**config.mk**
```make
export PLATFORM = sky130hd
export DESIGN_NAME = fetch_queue_pnpc
export DESIGN_NICKNAME = d
export VERILOG_FILES = /design/src/rtl/fetch_queue_pnpc.sv
export SDC_FILE = /design/constraint.sdc
export NUM_CORES = 1
export LEC_CHECK = 0
export ABC_AREA = 1
export CAP_MARGIN = 20
export CORE_ASPECT_RATIO = 2
export CORE_UTILIZATION = 53
export CTS_CLUSTER_SIZE = 40
export DETAILED_ROUTE_END_ITERATION = 7
export GPL_ROUTABILITY_DRIVEN = 0
export PLACE_DENSITY = 0.83
export SYNTH_ARGS = -nofsm -noshare
export SYNTH_HDL_FRONTEND = slang
export SYNTH_SLANG_ARGS = --single-unit
```
**constraint.sdc**
```tcl
create_clock -name clk -period 3.4 [get_ports clk]
set_clock_uncertainty 0.05 [all_clocks]
set_input_delay 0.68 -clock clk [delete_from_list [all_inputs] [get_ports clk]]
set_output_delay 0.68 -clock clk [all_outputs]
set_load 0.01 [all_outputs]
```
**src/rtl/fetch_queue_pnpc.sv**
```systemverilog
// fetch_queue_pnpc
//   Instruction-fetch stage: PC/nPC register pair, a big-endian byte-addressed
//   instruction ROM, and a QDEPTH-entry prefetch queue. The queue drives the
//   IF/ID register through a valid/ready handshake. The stage also handles
//   stall back-pressure, redirect-with-flush, and address wrap-around.
//   Optional feature macro: ALIGN_CHECK_EN. When it is defined, a sticky
//   misalign_err flag is set by any redirect to a non-word-aligned target.
//   ROM contents (Mem) are loaded from outside the design.
module fetch_queue_pnpc #(
    parameter int          ADDR_W   = 9,
    parameter int          QDEPTH   = 4,
    parameter logic [31:0] RESET_PC = 32'd0
) (
    input  logic        clk,
    input  logic        reset,
    input  logic        ready_in,
    input  logic        redirect_valid,
    input  logic [31:0] redirect_target,
    output logic        valid_out,
    output logic [31:0] instr_out,
    output logic [31:0] pc_out,
    output logic        misalign_err
);

    localparam int              PW       = $clog2(QDEPTH);
    localparam int              CW       = PW + 1;
    localparam int              MEMSZ    = 1 << ADDR_W;
    localparam logic [CW-1:0]   FULL_CNT = CW'(QDEPTH);

    // Instruction ROM, one byte per location
    logic [7:0]        Mem [0:MEMSZ-1];

    // Architectural fetch pointers
    logic [31:0]       r_pc;
    logic [31:0]       r_npc;

    // Prefetch queue storage and bookkeeping
    logic [31:0]       r_q_pc    [0:QDEPTH-1];
    logic [31:0]       r_q_instr [0:QDEPTH-1];
    logic [PW-1:0]     r_wr_ptr;
    logic [PW-1:0]     r_rd_ptr;
    logic [CW-1:0]     r_count;

    // Head-of-queue output registers
    logic              r_valid;
    logic [31:0]       r_head_pc;
    logic [31:0]       r_head_instr;

    // Combinational helpers
    logic [ADDR_W-1:0] w_idx0;
    logic [ADDR_W-1:0] w_idx1;
    logic [ADDR_W-1:0] w_idx2;
    logic [ADDR_W-1:0] w_idx3;
    logic [31:0]       w_rom_word;
    logic              w_pop;
    logic              w_push;
    logic [31:0]       w_target_aligned;
    logic [CW-1:0]     w_cnt_after_pop;
    logic [PW-1:0]     w_rd_after_pop;
    logic [CW-1:0]     w_count_nxt;
    logic [PW-1:0]     w_rd_nxt;
    logic [PW-1:0]     w_wr_nxt;
    logic [31:0]       w_head_pc_nxt;
    logic [31:0]       w_head_instr_nxt;

    // Combinational ROM read; each byte offset wraps within the ROM
    always_comb begin
        w_idx0     = r_pc[ADDR_W-1:0];
        w_idx1     = w_idx0 + ADDR_W'(1);
        w_idx2     = w_idx0 + ADDR_W'(2);
        w_idx3     = w_idx0 + ADDR_W'(3);
        w_rom_word = {Mem[w_idx0], Mem[w_idx1], Mem[w_idx2], Mem[w_idx3]};
    end

    // Handshake decode and next queue state
    always_comb begin
        w_pop            = r_valid & ready_in;
        w_push           = ~redirect_valid & ((r_count != FULL_CNT) | w_pop);
        w_target_aligned = {redirect_target[31:2], 2'b00};

        if (w_pop) begin
            w_cnt_after_pop = r_count - CW'(1);
            w_rd_after_pop  = r_rd_ptr + PW'(1);
        end else begin
            w_cnt_after_pop = r_count;
            w_rd_after_pop  = r_rd_ptr;
        end

        w_count_nxt      = r_count;
        w_rd_nxt         = r_rd_ptr;
        w_wr_nxt         = r_wr_ptr;
        w_head_pc_nxt    = r_head_pc;
        w_head_instr_nxt = r_head_instr;

        if (redirect_valid) begin
            // Any pop completes; everything left behind is flushed
            w_count_nxt = {CW{1'b0}};
            w_rd_nxt    = {PW{1'b0}};
            w_wr_nxt    = {PW{1'b0}};
        end else begin
            w_rd_nxt = w_rd_after_pop;
            if (w_push) begin
                w_count_nxt = w_cnt_after_pop + CW'(1);
                w_wr_nxt    = r_wr_ptr + PW'(1);
            end else begin
                w_count_nxt = w_cnt_after_pop;
                w_wr_nxt    = r_wr_ptr;
            end
            // The next head is either an already-queued entry or the word fetched now
            if (w_cnt_after_pop != {CW{1'b0}}) begin
                w_head_pc_nxt    = r_q_pc[w_rd_after_pop];
                w_head_instr_nxt = r_q_instr[w_rd_after_pop];
            end else if (w_push) begin
                w_head_pc_nxt    = r_pc;
                w_head_instr_nxt = w_rom_word;
            end else begin
                w_head_pc_nxt    = r_head_pc;
                w_head_instr_nxt = r_head_instr;
            end
        end
    end

    // PC/nPC update: redirect loads the aligned target, a push advances sequentially
    always_ff @(posedge clk or negedge reset) begin
        if (!reset) begin
            r_pc  <= RESET_PC;
            r_npc <= RESET_PC + 32'd4;
        end else if (redirect_valid) begin
            r_pc  <= w_target_aligned;
            r_npc <= w_target_aligned + 32'd4;
        end else if (w_push) begin
            r_pc  <= r_npc;
            r_npc <= r_npc + 32'd4;
        end
    end

    // Queue storage write at the write pointer
    always_ff @(posedge clk or negedge reset) begin
        if (!reset) begin
            for (int i = 0; i < QDEPTH; i++) begin
                r_q_pc[i]    <= 32'd0;
                r_q_instr[i] <= 32'd0;
            end
        end else if (w_push) begin
            r_q_pc[r_wr_ptr]    <= r_pc;
            r_q_instr[r_wr_ptr] <= w_rom_word;
        end
    end

    // Queue pointers, occupancy and registered head outputs
    always_ff @(posedge clk or negedge reset) begin
        if (!reset) begin
            r_wr_ptr     <= {PW{1'b0}};
            r_rd_ptr     <= {PW{1'b0}};
            r_count      <= {CW{1'b0}};
            r_valid      <= 1'b0;
            r_head_pc    <= 32'd0;
            r_head_instr <= 32'd0;
        end else begin
            r_wr_ptr     <= w_wr_nxt;
            r_rd_ptr     <= w_rd_nxt;
            r_count      <= w_count_nxt;
            r_valid      <= (w_count_nxt != {CW{1'b0}});
            r_head_pc    <= w_head_pc_nxt;
            r_head_instr <= w_head_instr_nxt;
        end
    end

    assign valid_out = r_valid;
    assign instr_out = r_head_instr;
    assign pc_out    = r_head_pc;

`ifdef ALIGN_CHECK_EN
    logic r_misalign;

    // Sticky flag for redirects whose target is not word aligned
    always_ff @(posedge clk or negedge reset) begin
        if (!reset) begin
            r_misalign <= 1'b0;
        end else if (redirect_valid && (redirect_target[1:0] != 2'b00)) begin
            r_misalign <= 1'b1;
        end
    end

    assign misalign_err = r_misalign;
`else
    logic w_tgt_low_unused;
    assign w_tgt_low_unused = ^redirect_target[1:0];
    assign misalign_err     = 1'b0;
`endif

endmodule

```
=== Yosys cells after proc, flatten, opt, wreduce, memory -nomap -nowiden ===
Cells that the tools add are included.

* Register bits: 392
* Input port bits: 36
* Output and inout port bits: 66
* Word-level logic and storage cells: 63

* $add $sub $neg: 6
* $lt $le $gt $ge: 3
* Equality and inequality tests: 1
* Multiplexer cells: 25
* Bitwise operators: 6
* Reductions and logical operators: 6

{| class="wikitable"
|+ Operator list
! kind !! number
|-
| $mux 32 || 13
|-
| $bwmux 128 || 2
|-
| $bmux 32 s2 || 2
|-
| $add 32x3->32 const B || 2
|-
| $demux 32 s2 || 1
|-
| $mux 3 || 3
|-
| $mux 2 || 4
|-
| $ge 3x3->1 const B || 2
|-
| $not 2->3 || 2
|-
| $reduce_bool 3->1 || 2
|-
| $add 2x1->2 const B || 2
|-
| $reduce_bool 2->1 || 2
|-
| $add 3x1->3 const B || 1
|-
| $lt 3x1->1 const B || 1
|-
| $ne 3x3->1 const B || 1
|-
| $sub 3x1->3 const B || 1
|-
| $and 1x1->1 || 2
|-
| $reduce_and 2->1 || 1
|-
| $logic_and 1x1->1 || 1
|-
| $not 1->1 || 1
|-
| $or 1x1->1 || 1
|}

=== Depth between registers and ports, before layout ===
Gate-level depths: netlist of run 1.

* Depth after elaboration: 7
* Gate-level depth with buffers: 13
* Gate-level depth less buffers: 13

=== Worst setup path after synthesis of run 1 ===
Ideal clock, no wire load.

* Kind: input-to-reg
* From: input redirect_valid
* To: register r_npc[20]
* Library setup time: 125 ps
* Data arrival time: 1902 ps
* Data required time: 3225 ps
* Setup slack: 1323 ps
* Cell stages on the path: 11
* Path buffers: 1
* Cell sequence: buf_2 > nand2_1 > o21ai_1 > inv_1 > ha_1 > nand2_1 > nor2_1 > nand3_1 > nor2_2 > or2_1 > nand3_1

* Cells in the longest elaborated chain, start to end: 3
* Elaborated cells on any way between the ends: 4
* Classes of those cells: mux: 1; bitwise: 2; reduce/logical: 1

{| class="wikitable"
|+ Ends and longest elaborated chain
! item !! line !! text
|-
| start, declared || 17 || <nowiki>input logic redirect_valid,</nowiki>
|-
| $not 1->1 (no line) || - ||
|-
| $and 1x1->1 || 78 || <nowiki>w_push = ~redirect_valid & ((r_count != FULL_CNT) | w_pop);</nowiki>
|-
| $reduce_bool 2->1 (no line) || - ||
|-
| end signal, assigned || 127 || <nowiki>r_npc <= RESET_PC + 32'd4;</nowiki>
|-
| end signal, assigned || 130 || <nowiki>r_npc <= w_target_aligned + 32'd4;</nowiki>
|-
| end signal, assigned || 133 || <nowiki>r_npc <= r_npc + 32'd4;</nowiki>
|-
| end, declared || 35 || <nowiki>logic [31:0] r_npc;</nowiki>
|}

Parallel ways exist; a longest one is shown, timed or not.
A chain may end at the register's enable or synchronous reset.

=== Final worst setup path of run 1 ===
* From: input redirect_target[2]
* To: register r_npc[30]

* Cells in the longest elaborated chain, start to end: 2

{| class="wikitable"
|+ Ends and longest elaborated chain
! item !! line !! text
|-
| start, declared || 18 || <nowiki>input logic [31:0] redirect_target,</nowiki>
|-
| $add 32x3->32 || 130 ||
|-
| $mux 32 || 128 || <nowiki>end else if (redirect_valid) begin</nowiki>
|}

Every way passes these cells.

==> results_dict.tcl, run 1 <==
set metrics [dict create \
    tightest_slew_ns 0.6558 \
    grt_overflow 0 \
    grt_max_degree 78 \
    synth_compound_area_share_pct 14.28 \
    reg2reg_from "r_count[0]" \
    yosys.area_share.simple_pct 22.86 \
    post-cts-setup-buffers 0 \
    drc_errors 0 \
    synth-seq-area-share_pct 50.01 \
    synthAdderAreaFrac_pct 1.032 \
    die_x_um 103.5 \
    post_dp_cell_area_um2 11710 \
    rsz0062_at_grt "no" \
    cpPeakStageDelay_ns 0.45 \
    cpMostUsedCell "nand2_1" \
    setup.worst_path.end_class "flip-flop" \
    whs_ns 0.1339 \
    setup-tns-final_ns 0 \
    yosysWarnings 0 \
    maxCapViolCount 0 \
    clock_path_buffers 3 \
    layout_commonest_cell "nand2_1" \
    diodes 0 \
    synth-edff-count 0 \
    async_reset_ff_share_pct 100.0 \
    cts_resized 0 \
    cts_tree "yes" \
    num-nets-final 1473 \
    fin_crit_ns 2.364 \
    firstDrtPassIters 5 \
    postCtsHoldBufs 0 \
    maxSlewViolCount 0 \
    crit_fanout 4 \
    synthMuxAreaShare_pct 0.09174 \
    crit_required_ns 3.74 \
    core_um2 20000 \
    port_buffers 64 \
    clock_latency_ns 0.51 \
    critPathKind "in2reg" \
    yosysUniqueCellTypes 34 \
    grt_pass1_wl_um 45020 \
    synth_xor_area_share_pct 0.6422 \
    ant_nets 0 \
    drtIter0Drc 724 \
    dieArea_um2 21200 \
    syn_area_um2 10910 \
    slowest_stage "clkdlybuf4s50_1" \
    cts_inserted_buffers 20 \
    wl_per_cell_um 15.56 \
    crit_chain "clkdlybuf4s50_1 > inv_1 > nand2_1 > o21ai_1 > inv_1 > ha_1 > nand2_1 > nor2_1 > nand2_1 > nor2_1 > nand3_1 > nand2_1 > nand2_1" \
    r2r_end "pc_out[20]" \
    dieHeight_um 204.9 \
    fillers 1671 \
    period_share_pct 69.52 \
    final_layout_size_suffix_gt1_share_pct 5.690 \
    hpwl_um 17130 \
    viasPerCell 5.473 \
    antenna_found_initial 0 \
    max-vdd-ir-drop_mv 0.4666 \
    synth_seq_cells 218 \
    max_freq_mhz 423.0 \
    synthFlopType "dfrtp_1" \
    hp-class "in2async" \
    syn_avg_cell_area_um2 7.832 \
    most-common-layout-cells "482 x nand2_1, 217 x dfrtp_1, 166 x o21ai_0" \
    root_buffer "clkbuf_16" \
    status "finished clean" \
    rr_worst_depth 11 \
    fin_util_pct 62.20 \
    grt_pass1_vias 9259 \
    synth_cells 1393 \
    cp.arrival_ns 2.71 \
    p_leak_nw 6.275 \
    finalSetupViolations 0 \
    max-slew-margin-rel_pct 56.28 \
    pin_count 102 \
    synthTopCellsByArea "dfrtp_1 50%, nand2_1 17%, o21ai_0 7.6%" \
    grt.total_usage_pct 27.29 \
    crit_path_start_kind "input port" \
    row_count 73 \
    yosys.area.top_type "dfrtp_1" \
    powerDensity_nw_per_um2 875.6 \
    yosysTopAreaCellShare_pct 49.77 \
    initial_utilization_pct 54.54 \
    final_area_um2 12440 \
    synth_top_family_by_area "simple AND/OR/NAND/NOR gates" \
    clk_pin_slew_ns 0.06 \
    drt_wl_total_um 26490 \
    vias 9321 \
    rrSetupSlack_ns 1.13 \
    clock_sinks 218 \
    syn2layout_area_growth_pct 14.04 \
    timing_hold_violations_final 0 \
    htree_num_levels 1 \
]
-- synthesized netlist by cell type (9+ instances only) --
cell,number
nand2_1,485
dfrtp_1,217
o21ai_0,166
inv_1,156
nand3_1,69
o211ai_1,61
buf_4,36
buf_2,34
clkbuf_1,34
nor2_1,32
o21ai_1,23
ha_1,9
-- power breakdown --
group / switching [mW] / leakage (nW) / total [mW] / internal [mW]
Clock: 0.965 / 0.356 / 2.48 / 1.52
Sequential: 0.553 / 2.73 / 4.18 / 3.63
Combinational: 2.63 / 3.19 / 4.23 / 1.59
Total: 4.15 / 6.27 / 10.9 / 6.74
-- cell families after synthesis --
family,after synthesis
other cells,1
compound gates,269
flops,218
simple gates,617
mux,1
xor+xnor,8
buf+inv,270
fa+ha+maj,9
-- worst max-delay path, delay by kind of cell --
kind                       cells  cell delay, ns
adders and majority gates      1            0.19
AOI/OAI and AO/OA              1            0.13
buffers and inverters          3            0.60
and+or+nand+nor                8            1.11
-- flip-flops by register name, indices dropped and copies added (netlist names) --
| name | cells |
|---|---|
| pc_out | 30 |
| r_count | 3 |
| r_npc | 30 |
| r_pc | 30 |
| r_q_pc | 120 |
| r_rd_ptr | 2 |
| r_wr_ptr | 2 |
| valid_out | 1 |
-- worst max-delay path by stage --
stage	from	endpoint	slack, ns	cells past startpoint
after floorplan	redirect_valid	r_npc[20]	1.32	11
after global placement	redirect_target[2]	r_npc[30]	0.56	13
after detailed placement	redirect_target[2]	r_npc[30]	0.55	13
after CTS	redirect_target[2]	r_npc[30]	1.06	13
after global routing	redirect_valid	r_npc[28]	0.90	12
final	redirect_target[2]	r_npc[30]	1.04	13
-- metrics by stage --
stage	instances	power [mW]	setup WS, ns
global placement	1668	8.172	0.5636
floorplan	1427	6.976	1.323
CTS	1703	10.93	1.062
detailed placement	1668	8.381	0.5456
global route	1703	11.74	0.9000
finish	1703	10.89	1.036
-- cell type report --
cell class | instances | area [um^2] | share of cell area [%]
clock buffer | 28 | 591.8 | 4.757
clock inverter | 7 | 137.6 | 1.106
inverter | 161 | 604.3 | 4.857
multi-input combinational | 939 | 4417 | 35.50
sequential | 218 | 5456 | 43.86
tap | 262 | 327.8 | 2.635
timing repair buffer | 88 | 907.1 | 7.291
-- metal layers --
metal / up-vias / global-route usage, % / share of wire, %
met3: 69 / 2.729 / 5.3
li1: 4457 / - / -
met4: 0 / 12.27 / 3.8
met5: - / 0 / 0
met2: 349 / 48.65 / 53
met1: 4446 / 32.39 / 38
No activity file was read; power rests on OpenSTA's default activity.
==> run 2: changes to the inputs <==
==> constraint.sdc (replaced) <==
create_clock -name clk -period 2.2 [get_ports clk]
set_clock_uncertainty 0.05 [all_clocks]
set_input_delay 0.44 -clock clk [delete_from_list [all_inputs] [get_ports clk]]
set_output_delay 0.44 -clock clk [all_outputs]
set_load 0.01 [all_outputs]
==> run 2 against run 1 <==
  * Clock-buffer cell count fell by 1
  * Worst setup slack worse by 0.92 ns
  * Design area rose by 6.4%
  * Sequential power rose by 55%
  * Non-clock buffer count up 83
  * Register-to-register slack worse by 1.0 ns
  * Sequential share of layout area shrank 2.7 points
  * Flip-flop and latch count unchanged
  * Die area unchanged
  * Wire length increased by 4.5%
==> results_dict.tcl, run 2 (synthesis results as in run 1) <==
set metrics [dict create \
    setup_ws_ns 0.1172 \
    post-cts-setup-buffers 0 \
    crit_path_start_kind "flip-flop" \
    viasPerCell 5.354 \
    firstDrtPassIters 5 \
    port_buffers 64 \
    clock_sinks 218 \
    tightest_slew_ns 0.5198 \
    setup.worst_path.end_class "flip-flop" \
    powerDensity_nw_per_um2 1331 \
    clk_pin_slew_ns 0.07 \
    row_count 73 \
    post_dp_cell_area_um2 12530 \
    ant_nets 0 \
    fin_util_pct 66.20 \
    drtIter0Drc 653 \
    maxCapViolCount 0 \
    fin_crit_ns 2.083 \
    grt.total_usage_pct 27.79 \
    hold_end "r_rd_ptr[1]" \
    reg2reg_from "r_count[0]" \
    place_inst 1750 \
    p_leak_nw 6.741 \
    final_layout_size_suffix_gt1_share_pct 10.75 \
    drc_errors 0 \
    grt_max_degree 59 \
    die_x_um 103.5 \
    drt_wl_total_um 27690 \
    num-nets-final 1556 \
    wl_per_cell_um 15.50 \
    rsz0062_at_grt "no" \
    rrSetupSlack_ns 0.12 \
    critPathKind "reg2reg" \
    initial_utilization_pct 54.54 \
    timing_hold_violations_final 0 \
    rr_worst_depth 10 \
    maxSlewViolCount 0 \
    dieHeight_um 204.9 \
    cp.arrival_ns 2.43 \
    status "finished clean" \
    root_buffer "clkbuf_16" \
    syn2layout_area_growth_pct 21.38 \
    layout_commonest_cell "nand2_1" \
    pin_count 102 \
    antenna_found_initial 0 \
    hp-class "in2reg" \
    htree_num_levels 1 \
    cts_inserted_buffers 20 \
    r2r_end "pc_out[29]" \
    max-vdd-ir-drop_mv 0.7304 \
    grt_overflow 0 \
    place_ws_ns -0.2311 \
    max-slew-margin-rel_pct 65.35 \
    crit_fanout 14 \
    diodes 0 \
    hpwl_um 18800 \
    grt_pass1_vias 9489 \
    final_area_um2 13240 \
    finalSetupViolations 0 \
    vias 9567 \
    most-common-layout-cells "482 x nand2_1, 217 x dfrtp_1, 165 x o21ai_0" \
    clock_path_buffers 3 \
    crit_required_ns 2.55 \
    max_freq_mhz 480.1 \
    grt_pass1_wl_um 45380 \
    hp-start "redirect_valid" \
    stdcell_count 1787 \
    hold_depth 3 \
    period_share_pct 94.67 \
    clock_latency_ns 0.50 \
    largest_reg_flops 120 \
    top_register "r_q_pc" \
    dieArea_um2 21200 \
    core_um2 20000 \
    cts_tree "yes" \
]
## run 2: worst max-delay path: stages, from the launching register on
cell     delay, ns
dfrtp_1       0.36
inv_1         0.13
ha_1          0.25
o21ai_1       0.19
inv_1         0.09
ha_1          0.22
nand2_2       0.16
buf_4         0.23
nand3_1       0.12
nand2_1       0.12
nand2_1       0.06
## run 2: per-layer routing
layer  vias to the layer above  global-route usage (%)  share of wire (%)
met2                       342                   48.79                 52
met1                      4524                   32.41                 38
met5                         -                       0                  0
met4                         0                   14.64                4.4
met3                        75                   3.241                4.9
li1                       4626                       -                  -
## run 2: final cells by class
type	instances	area (um^2)
Fill cell	1577	6760
Clock buffer	27	568.0
Sequential cell	218	5456
Tap cell	262	327.8
Clock inverter	9	136.4
Multi-Input combinational cell	939	4417
Inverter	161	604.3
Timing Repair Buffer	171	1733
## run 2: worst max-delay path by stage
stage	cells past startpoint	endpoint	start
4_1_cts	10	pc_out[29]	r_count[0]
6_report	10	pc_out[29]	r_count[0]
3_5_place_dp	10	pc_out[23]	ready_in
3_3_place_gp	10	pc_out[23]	ready_in
5_1_grt	11	pc_out[11]	r_count[0]
2_1_floorplan	11	pc_out[13]	r_count[0]
## run 2: stage by stage
step	hold slack, ns	total power [mW]	setup TNS [ns]
2_1_floorplan	0.09441	10.78	0
3_3_place_gp	0.4009	13.41	-3.179
3_5_place_dp	0.4071	13.78	-10.88
4_1_cts	0.2160	17.64	0
5_1_grt	0.2319	18.86	0
6_report	0.2355	17.63	0
## run 2: repair_timing
| item | 4_1_cts | 5_1_grt |
|---|---|---|
| hold endpoints to repair | 52 | 0 |
| endpoints found under the setup margin | 0 | 17 |
| resized for setup | 0 | 1 |
| hold buffers | 1 | 0 |
## run 2: where the power goes
group	switching [mW]	leakage, nW	internal [mW]
logic	4.27	3.68	3.12
registers	0.884	2.73	5.61
clock network	1.56	0.338	2.19
total	6.71	6.74	10.9
